**src/rtl/pipelined_addsub.sv**
```systemverilog
// ---------------------------------------------------------------------------
// pipelined_addsub
//   Pipelined two's-complement adder/subtractor. The operands are split into
//   STAGES equal slices of SW = WIDTH/STAGES bits. Stage k adds slice k with
//   the carry registered by stage k-1. The not-yet-consumed operand bits and
//   the already-computed lower result bits travel down the pipe with the op.
//   A single global enable stalls the whole pipe when the result is held.
//
// Parameters
//   WIDTH   operand/result width; must be a multiple of STAGES
//   STAGES  pipeline depth (= latency in cycles), >= 1
//
// Ports
//   clk        clock, all state updates on the rising edge
//   rst_n      synchronous active-low reset
//   in_valid   operands valid this cycle
//   in_ready   block accepts operands this cycle (low only while stalled)
//   a, b       operands
//   c_in       carry-in (add) / borrow-in (sub)
//   op_sub     0: a + b + c_in, 1: a - b - c_in
//   out_valid  result valid
//   out_ready  consumer accepts the result
//   sum        result modulo 2^WIDTH
//   carry_out  raw carry out of the MSB (sub: 1 = no borrow)
//   overflow   signed overflow (carry into MSB xor carry out of MSB)
//   zero       sum == 0
// ---------------------------------------------------------------------------
module pipelined_addsub #(
    parameter int WIDTH  = 64,
    parameter int STAGES = 4
) (
    input  logic             clk,
    input  logic             rst_n,
    input  logic             in_valid,
    output logic             in_ready,
    input  logic [WIDTH-1:0] a,
    input  logic [WIDTH-1:0] b,
    input  logic             c_in,
    input  logic             op_sub,
    output logic             out_valid,
    input  logic             out_ready,
    output logic [WIDTH-1:0] sum,
    output logic             carry_out,
    output logic             overflow,
    output logic             zero
);

    generate
        if (STAGES < 1) begin : g_bad_stages
            $error("pipelined_addsub: STAGES must be >= 1");
        end else if (WIDTH % STAGES != 0) begin : g_bad_width
            $error("pipelined_addsub: WIDTH must be a multiple of STAGES");
        end
    endgenerate

    localparam int SW = WIDTH / STAGES;

    // Per-stage pipeline registers. r_a/r_b hold the operand bits not yet
    // consumed, shifted down so the next slice always sits at [SW-1:0].
    logic             r_v [STAGES];
    logic [WIDTH-1:0] r_a [STAGES];
    logic [WIDTH-1:0] r_b [STAGES];
    logic [WIDTH-1:0] r_s [STAGES];
    logic             r_c [STAGES];
    logic             r_ovf;
    logic             r_zero;

    logic             w_stall;
    logic [WIDTH-1:0] w_b0;
    logic             w_c0;

    // The whole pipe freezes while the final result waits for the consumer.
    assign w_stall  = r_v[STAGES-1] & ~out_ready;
    assign in_ready = ~w_stall;

    // Subtraction as a + ~b + ~c_in: inverting the borrow-in makes
    // a - b - c_in fit the same carry chain as the add.
    assign w_b0 = op_sub ? ~b : b;
    assign w_c0 = c_in ^ op_sub;

    for (genvar k = 0; k < STAGES; k++) begin : g_stage
        logic             w_v_in;
        logic [WIDTH-1:0] w_a_in;
        logic [WIDTH-1:0] w_b_in;
        logic [WIDTH-1:0] w_s_in;
        logic             w_c_in;
        logic [SW:0]      w_slice;
        logic [WIDTH-1:0] w_s_nxt;

        if (k == 0) begin : g_head
            assign w_v_in = in_valid;
            assign w_a_in = a;
            assign w_b_in = w_b0;
            assign w_c_in = w_c0;
            assign w_s_in = '0;
        end else begin : g_body
            assign w_v_in = r_v[k-1];
            assign w_a_in = r_a[k-1];
            assign w_b_in = r_b[k-1];
            assign w_c_in = r_c[k-1];
            assign w_s_in = r_s[k-1];
        end

        assign w_slice = {1'b0, w_a_in[SW-1:0]} + {1'b0, w_b_in[SW-1:0]}
                       + {{SW{1'b0}}, w_c_in};

        // NOTE: every variable written in always_comb gets a full default
        // first, so no path leaves it unassigned and no latch is inferred.
        always_comb begin
            w_s_nxt               = w_s_in;
            w_s_nxt[k*SW +: SW]   = w_slice[SW-1:0];
        end

        // NOTE: sequential state uses non-blocking assignments only, so every
        // stage samples its predecessor's pre-edge value.
        // NOTE: the datapath registers are reset as well as the valid bits,
        // because the result fields must read zero straight out of reset.
        always_ff @(posedge clk) begin
            if (!rst_n) begin
                r_v[k] <= 1'b0;
                r_a[k] <= '0;
                r_b[k] <= '0;
                r_s[k] <= '0;
                r_c[k] <= 1'b0;
            end else if (!w_stall) begin
                r_v[k] <= w_v_in;
                r_a[k] <= w_a_in >> SW;
                r_b[k] <= w_b_in >> SW;
                r_s[k] <= w_s_nxt;
                r_c[k] <= w_slice[SW];
            end
        end

        if (k == STAGES-1) begin : g_tail
            // In the last stage the operand MSBs sit at bit SW-1, so the carry
            // into the MSB is recovered from the sum bit and the two inputs.
            logic w_msb_cin;
            assign w_msb_cin = w_a_in[SW-1] ^ w_b_in[SW-1] ^ w_slice[SW-1];

            always_ff @(posedge clk) begin
                if (!rst_n) begin
                    r_ovf  <= 1'b0;
                    r_zero <= 1'b0;
                end else if (!w_stall) begin
                    r_ovf  <= w_msb_cin ^ w_slice[SW];
                    r_zero <= ~|w_s_nxt;
                end
            end
        end
    end

    assign out_valid = r_v[STAGES-1];
    assign sum       = r_s[STAGES-1];
    assign carry_out = r_c[STAGES-1];
    assign overflow  = r_ovf;
    assign zero      = r_zero;

endmodule

```
**config.mk**
```make
export PLATFORM = sky130hd
export DESIGN_NAME = pipelined_addsub
export DESIGN_NICKNAME = d
export VERILOG_FILES = /design/src/rtl/pipelined_addsub.sv
export SDC_FILE = /design/constraint.sdc
export NUM_CORES = 1
export LEC_CHECK = 0
export ABC_AREA = 1
export CAP_MARGIN = 10
export CORE_MARGIN = 5
export CORE_UTILIZATION = 51
export CTS_CLUSTER_DIAMETER = 100
export DETAILED_ROUTE_END_ITERATION = 12
export PLACE_DENSITY = 0.77
export SLEW_MARGIN = 10
export SYNTH_ARGS = -nofsm -noshare
export SYNTH_HDL_FRONTEND = slang
export SYNTH_SLANG_ARGS = --single-unit
```
**constraint.sdc**
```tcl
create_clock -name clk -period 9.44 [get_ports clk]
set_input_delay 1.888 -clock clk [delete_from_list [all_inputs] [get_ports clk]]
set_output_delay 1.888 -clock clk [all_outputs]
set_load 0.005 [all_outputs]
```
==> results.cfg, run 1 <==
[status]
run_status = completed

[cts]
numCtsBuffers = 37
post-cts-setup-buffers = 0
cts.sinks = 362
cts-root-buf = clkbuf_16
cts_tree = yes
clock_latency_ps = 510
cts_max_path_buffers = 3
cts_hold_buf = 0
cts.clk_slew.worst_paths_ps = 60
cts_resized = 0
htreeDepth = 2

[min_path]
hold_end = r_v[1][0]
holdCritStartpoint = r_v[0][1]
whs_path_depth = 2
holdCritPathClass = reg2reg

[floorplan]
core_sq_um = 33500
die_area_sq_um = 37700
die_w_um = 194
num_io_pins = 203
start_util_pct = 51.6
fp.dieH_um = 194
row_count = 67

[critical_path]
path_cells = clkdlybuf4s50_1 -> nor2_1 -> inv_1 -> nor2_1 -> clkinvlp_4 -> buf_4 -> buf_12
cp.arrival_ps = 5250
reg2reg_from = r_v[1][1]
path_depth = 7
end_kind = flip-flop
critPathTopFamily = buffers and inverters
cp_max_fo = 192
critPathSlowestCell = clkinvlp_4
reg2reg_depth = 7
cp.required_ps = 9500
reg2reg_slack_ps = 5650
cpMostUsedCell = nor2_1
worstReg2RegEnd = r_b[0][74]
startpoint_type = input pin
crit_type = in2reg
path_buf_inv = 5
critPathMaxStageDelay_ps = 950

[drt]
drt-total-wl_um = 33200
drc = 0
vias_per_cell = 4.78
wl_per_cell_um = 14.1
dr.pass1.iters = 6
drt_iter0_drc = 928
vias = 11284
antenna_left = 0

[flow_run]
drv_cap = 0

[grt]
grt_max_degree = 193
antenna_found_initial = 0
gr-total-overflow = 0
grt.total_usage_pct = 17.3
grt_pass1_vias = 11098
grt_pass1_wl_um = 54300

[synth]
syn_inst = 1683
synth-edff-count = 358
synth_ff_type = edfxtp_1
ys_async_sr_fraction_pct = 0
avgSynthCellArea_sq_um = 10.3
synth_cell_type_count = 39
ys_ff_latch = 362
yosysSeqAreaShare_pct = 62.5
syn_nets = 1885
yosys_warnings = 0
syn_area_sq_um = 17300

[finish]
layout-drive-gt1-share_pct = 4.40
num-nets-final = 2086
antenna_cells = 0
utilization_pct = 62.5
area_growth_pct = 20.9
regArea_sq_um = 10800
final_area_sq_um = 20900
fillers = 2713
multi_input_area_sq_um = 4930

[sta]
period_minus_slack_ps = 5190
relSlewSlack_pct = 28.0
setup_violations = 0
finalHoldViolations = 0
finClkSkew_ps = 7.99
max_freq_mhz = 193
slew_violations = 0
worst_pin_slew_ps = 1080
finalCritPeriodShare_pct = 55.0
fin_setup_tns_ps = 0
rsz0062_at_grt = no

[power_and_ir_drop]
irDropWorstVdd_v = 0.000106
power.density_nw_per_um2 = 182
p_total_w = 0.00382
power.leakage_nw = 9.18

[placed_design]
gp_congestion = 0.911
place_area_sq_um = 19800
io_buffers = 202
post-dp-hpwl_um = 23000
[metal layers]
| metal | GRT usage [%] | vias up | share of wire, % |
|---|---|---|---|
| li1 | - | 5778 | - |
| met1 | 22.5 | 5118 | 42 |
| met2 | 29.7 | 326 | 49 |
| met3 | 2.87 | 62 | 5.6 |
| met4 | 6.20 | 0 | 3.4 |
| met5 | 0 | - | 0 |
[per-stage QoR]
stage                     setup slack (ps)  hold WS (ps)  instances
after CTS                             4350           459       2359
after global placement                3970           427       2293
after detailed placement              3790           440       2293
after floorplan                       1260           422       1683
final                                 4250           454       2359
after global routing                  4110           479       2359
[cell usage in the layout, fill, tap and decap left out, types with 34 or more instances in the layout]
cell and instances:
nor2_1 378, edfxtp_1 358, inv_1 353, clkdlybuf4s50_1 201, nand2_1 153, a21oi_1 97
ha_1 60, xnor2_1 54, o21ai_0 39, clkbuf_16 39, nand3_1 34
[synth_stat cells, types with 9 or more instances]
cell / n / area (sq um)
ha_1: 60 / 751
xnor2_1: 54 / 473
o21ai_0: 39 / 195
edfxtp_1: 358 / 10800
nand3_1: 34 / 170
nand2_1: 153 / 574
buf_2: 38 / 190
a21oi_1: 97 / 485
inv_1: 354 / 1330
xor2_1: 15 / 131
o21a_1: 9 / 67.6
nor2_1: 378 / 1420
[power by group]
group	leakage, nW	internal (W)	total (W)	switching [W]
clock network	0.579	0.000834	0.00142	0.000587
registers	4.28	0.00190	0.00194	0.0000385
logic	4.32	0.000202	0.000458	0.000256
total	9.18	0.00293	0.00382	0.000881
[logic make-up (layout without fill, tap and decap cells)]
| family | count (synthesis) | in the layout | synth area share (%) |
|---|---|---|---|
| fa+ha+maj | 68 | 68 | 5.26 |
| xor+xnor | 69 | 69 | 3.49 |
| flops | 362 | 362 | 62.5 |
| simple gates | 598 | 598 | 13.7 |
| buf+inv | 403 | 631 | 9.01 |
| compound gates | 183 | 183 | 6.00 |
[worst max path at each step]
stage	slack, ps	start	to
after global placement	3970	out_ready	r_a[0][35]
after floorplan	1260	out_ready	r_a[0][0]
after global routing	4110	out_ready	r_b[0][70]
final	4250	out_ready	r_b[0][74]
after detailed placement	3790	out_ready	r_a[0][35]
after CTS	4350	out_ready	r_b[0][24]
[worst register-to-register path, cell delays in order, from the launching register on]
cell and delay, ps:
edfxtp_1 360, inv_1 50, nor2_1 210, inv_1 100, nor2_1 340, clkinvlp_4 950
buf_4 710, buf_12 350
[state kept, by name, summed over array words and instances, names as in the netlist]
name      count
r_s         160
r_a          96
r_b          96
r_c           4
r_v           4
overflow      1
zero          1
[area by class of cell]
type	instances	share of cell area (%)
Timing Repair Buffer	208	9.92
Clock buffer	41	4.70
Multi-Input combinational cell	918	23.6
Clock inverter	25	0.986
Tap cell	448	2.68
Sequential cell	362	51.7
Inverter	357	6.45
Power figures use the tool's default switching activity.
==> run 2: changes to the inputs <==
- clock period: 9.44 -> 4.2 ns (I/O delays scaled with it)
==> results.cfg, run 2 (synthesis gave the netlist of run 1 again) <==
[drt]
vias_per_cell = 4.82
wl_per_cell_um = 13.9
drt-total-wl_um = 33000
dr.pass1.iters = 6
vias = 11450
drt_iter0_drc = 889
drc = 0
antenna_left = 0

[grt]
grt.total_usage_pct = 17.3
grt_max_degree = 97
grt_pass1_vias = 11001
gr-total-overflow = 0
antenna_found_initial = 1
grt_pass1_wl_um = 53800

[flow_run]
drv_cap = 0

[cts]
cts.sinks = 362
cts_tree = yes
cts-root-buf = clkbuf_16
cts.clk_slew.worst_paths_ps = 60
post-cts-setup-buffers = 0
clock_latency_ps = 530
cts_hold_buf = 0
cts_resized = 0
numCtsBuffers = 38
cts_max_path_buffers = 3
htreeDepth = 2

[finish]
finalNonFillerCells = 2374
top_register = r_s
num-nets-final = 2098
largest_reg_flops = 160
fillers = 2612
layout-drive-gt1-share_pct = 5.04
layout_common_cells = nor2_1 (376), edfxtp_1 (358), inv_1 (352), clkdlybuf4s50_1 (201), nand2_1 (153)
largestRegisters = r_s (160), r_a (96), r_b (96)
area_growth_pct = 22.3
final_common_cell = nor2_1

[sta]
period_minus_slack_ps = 3160
worst_pin_slew_ps = 874
setup_violations = 0
finClkSkew_ps = 22.8
timing.hold.ws_ps = 461
relSlewSlack_pct = 41.6
finalHoldViolations = 0
finalCritPeriodShare_pct = 75.4
slew_violations = 0
rsz0062_at_grt = no
max_freq_mhz = 316

[floorplan]
core_sq_um = 33500
row_count = 67
num_io_pins = 203
die_area_sq_um = 37700
die_w_um = 194
fp.dieH_um = 194
start_util_pct = 51.6

[critical_path]
reg2reg_from = r_a[1][0]
end_kind = flip-flop
worstReg2RegEnd = zero
startpoint_type = input pin
cp_max_fo = 3
crit_type = in2reg
cp.arrival_ps = 3450
reg2reg_depth = 13
reg2reg_slack_ps = 1470
crit_start = c_in
cp.required_ps = 4480
crit_path_end = r_s[0][12]

[placed_design]
gp_congestion = 0.914
post-dp-hpwl_um = 23500
dp_cells = 2304
io_buffers = 202

[power_and_ir_drop]
power.leakage_nw = 9.29
p_total_w = 0.00870
power.density_nw_per_um2 = 411
irDropWorstVdd_v = 0.000241

[min_path]
holdCritPathClass = reg2reg
whs_path_depth = 2

[status]
run_status = completed
run 2: through the flow:
step	setup slack (ps)	cell area, sq um	TNS [ps]	utilization, %
floorplan	-2690	17300	-966330	-
global placement	628	19900	0	59.5
detailed placement	556	19900	0	59.5
CTS	1120	21200	0	63.1
global route	905	21200	0	63.1
finish	1040	21200	0	63.1
run 2: cell type report:
type / instances / area [sq um] / area share (%)
tap: 448 / 561 / 2.65
clock inverter: 20 / 244 / 1.15
sequential: 362 / 10800 / 51.1
timing repair buffer: 219 / 2250 / 10.6
antenna: 1 / 2.50 / 0.0118
inverter: 357 / 1350 / 6.38
multi-input combinational: 918 / 4950 / 23.4
clock buffer: 49 / 992 / 4.69
run 2: layer usage:
layer  global-route usage (%)  vias to the layer above  wire length (um)
met2                     29.2                      409             15900
li1                         -                     5816                 -
met1                     22.8                     5123             13800
met3                     2.43                      102              1910
met5                        0                        -                 0
met4                     6.98                        0              1440
run 2: worst min path at each step:
stage / start / endpoint / slack [ps]
3_5_place_dp: r_v[0][1] / r_v[1][0] / 460
4_1_cts: r_v[0][1] / r_v[1][0] / 470
2_1_floorplan: r_v[0][1] / r_v[1][0] / 420
3_3_place_gp: r_v[0][1] / r_v[1][0] / 430
6_report: r_v[0][1] / r_v[1][0] / 460
5_1_grt: r_v[0][1] / r_v[1][0] / 500
run 2: where the power goes:
group | total [W] | internal, W | switching, W
sequential | 0.00435 | 0.00427 | 0.0000850
combinational | 0.00104 | 0.000460 | 0.000577
clock | 0.00331 | 0.00199 | 0.00132
total | 0.00870 | 0.00671 | 0.00199
run 2: critical path, stage by stage:
cell	delay [ps]
clkdlybuf4s50_1	420
xnor2_1	160
fa_1	480
fa_1	410
inv_1	80
nand2_1	90
a21oi_2	220
a21oi_1	150
o21ai_2	180
nand2_1	90
a21oi_1	160
nand2_1	70
nand2_1	60
nor2_1	40
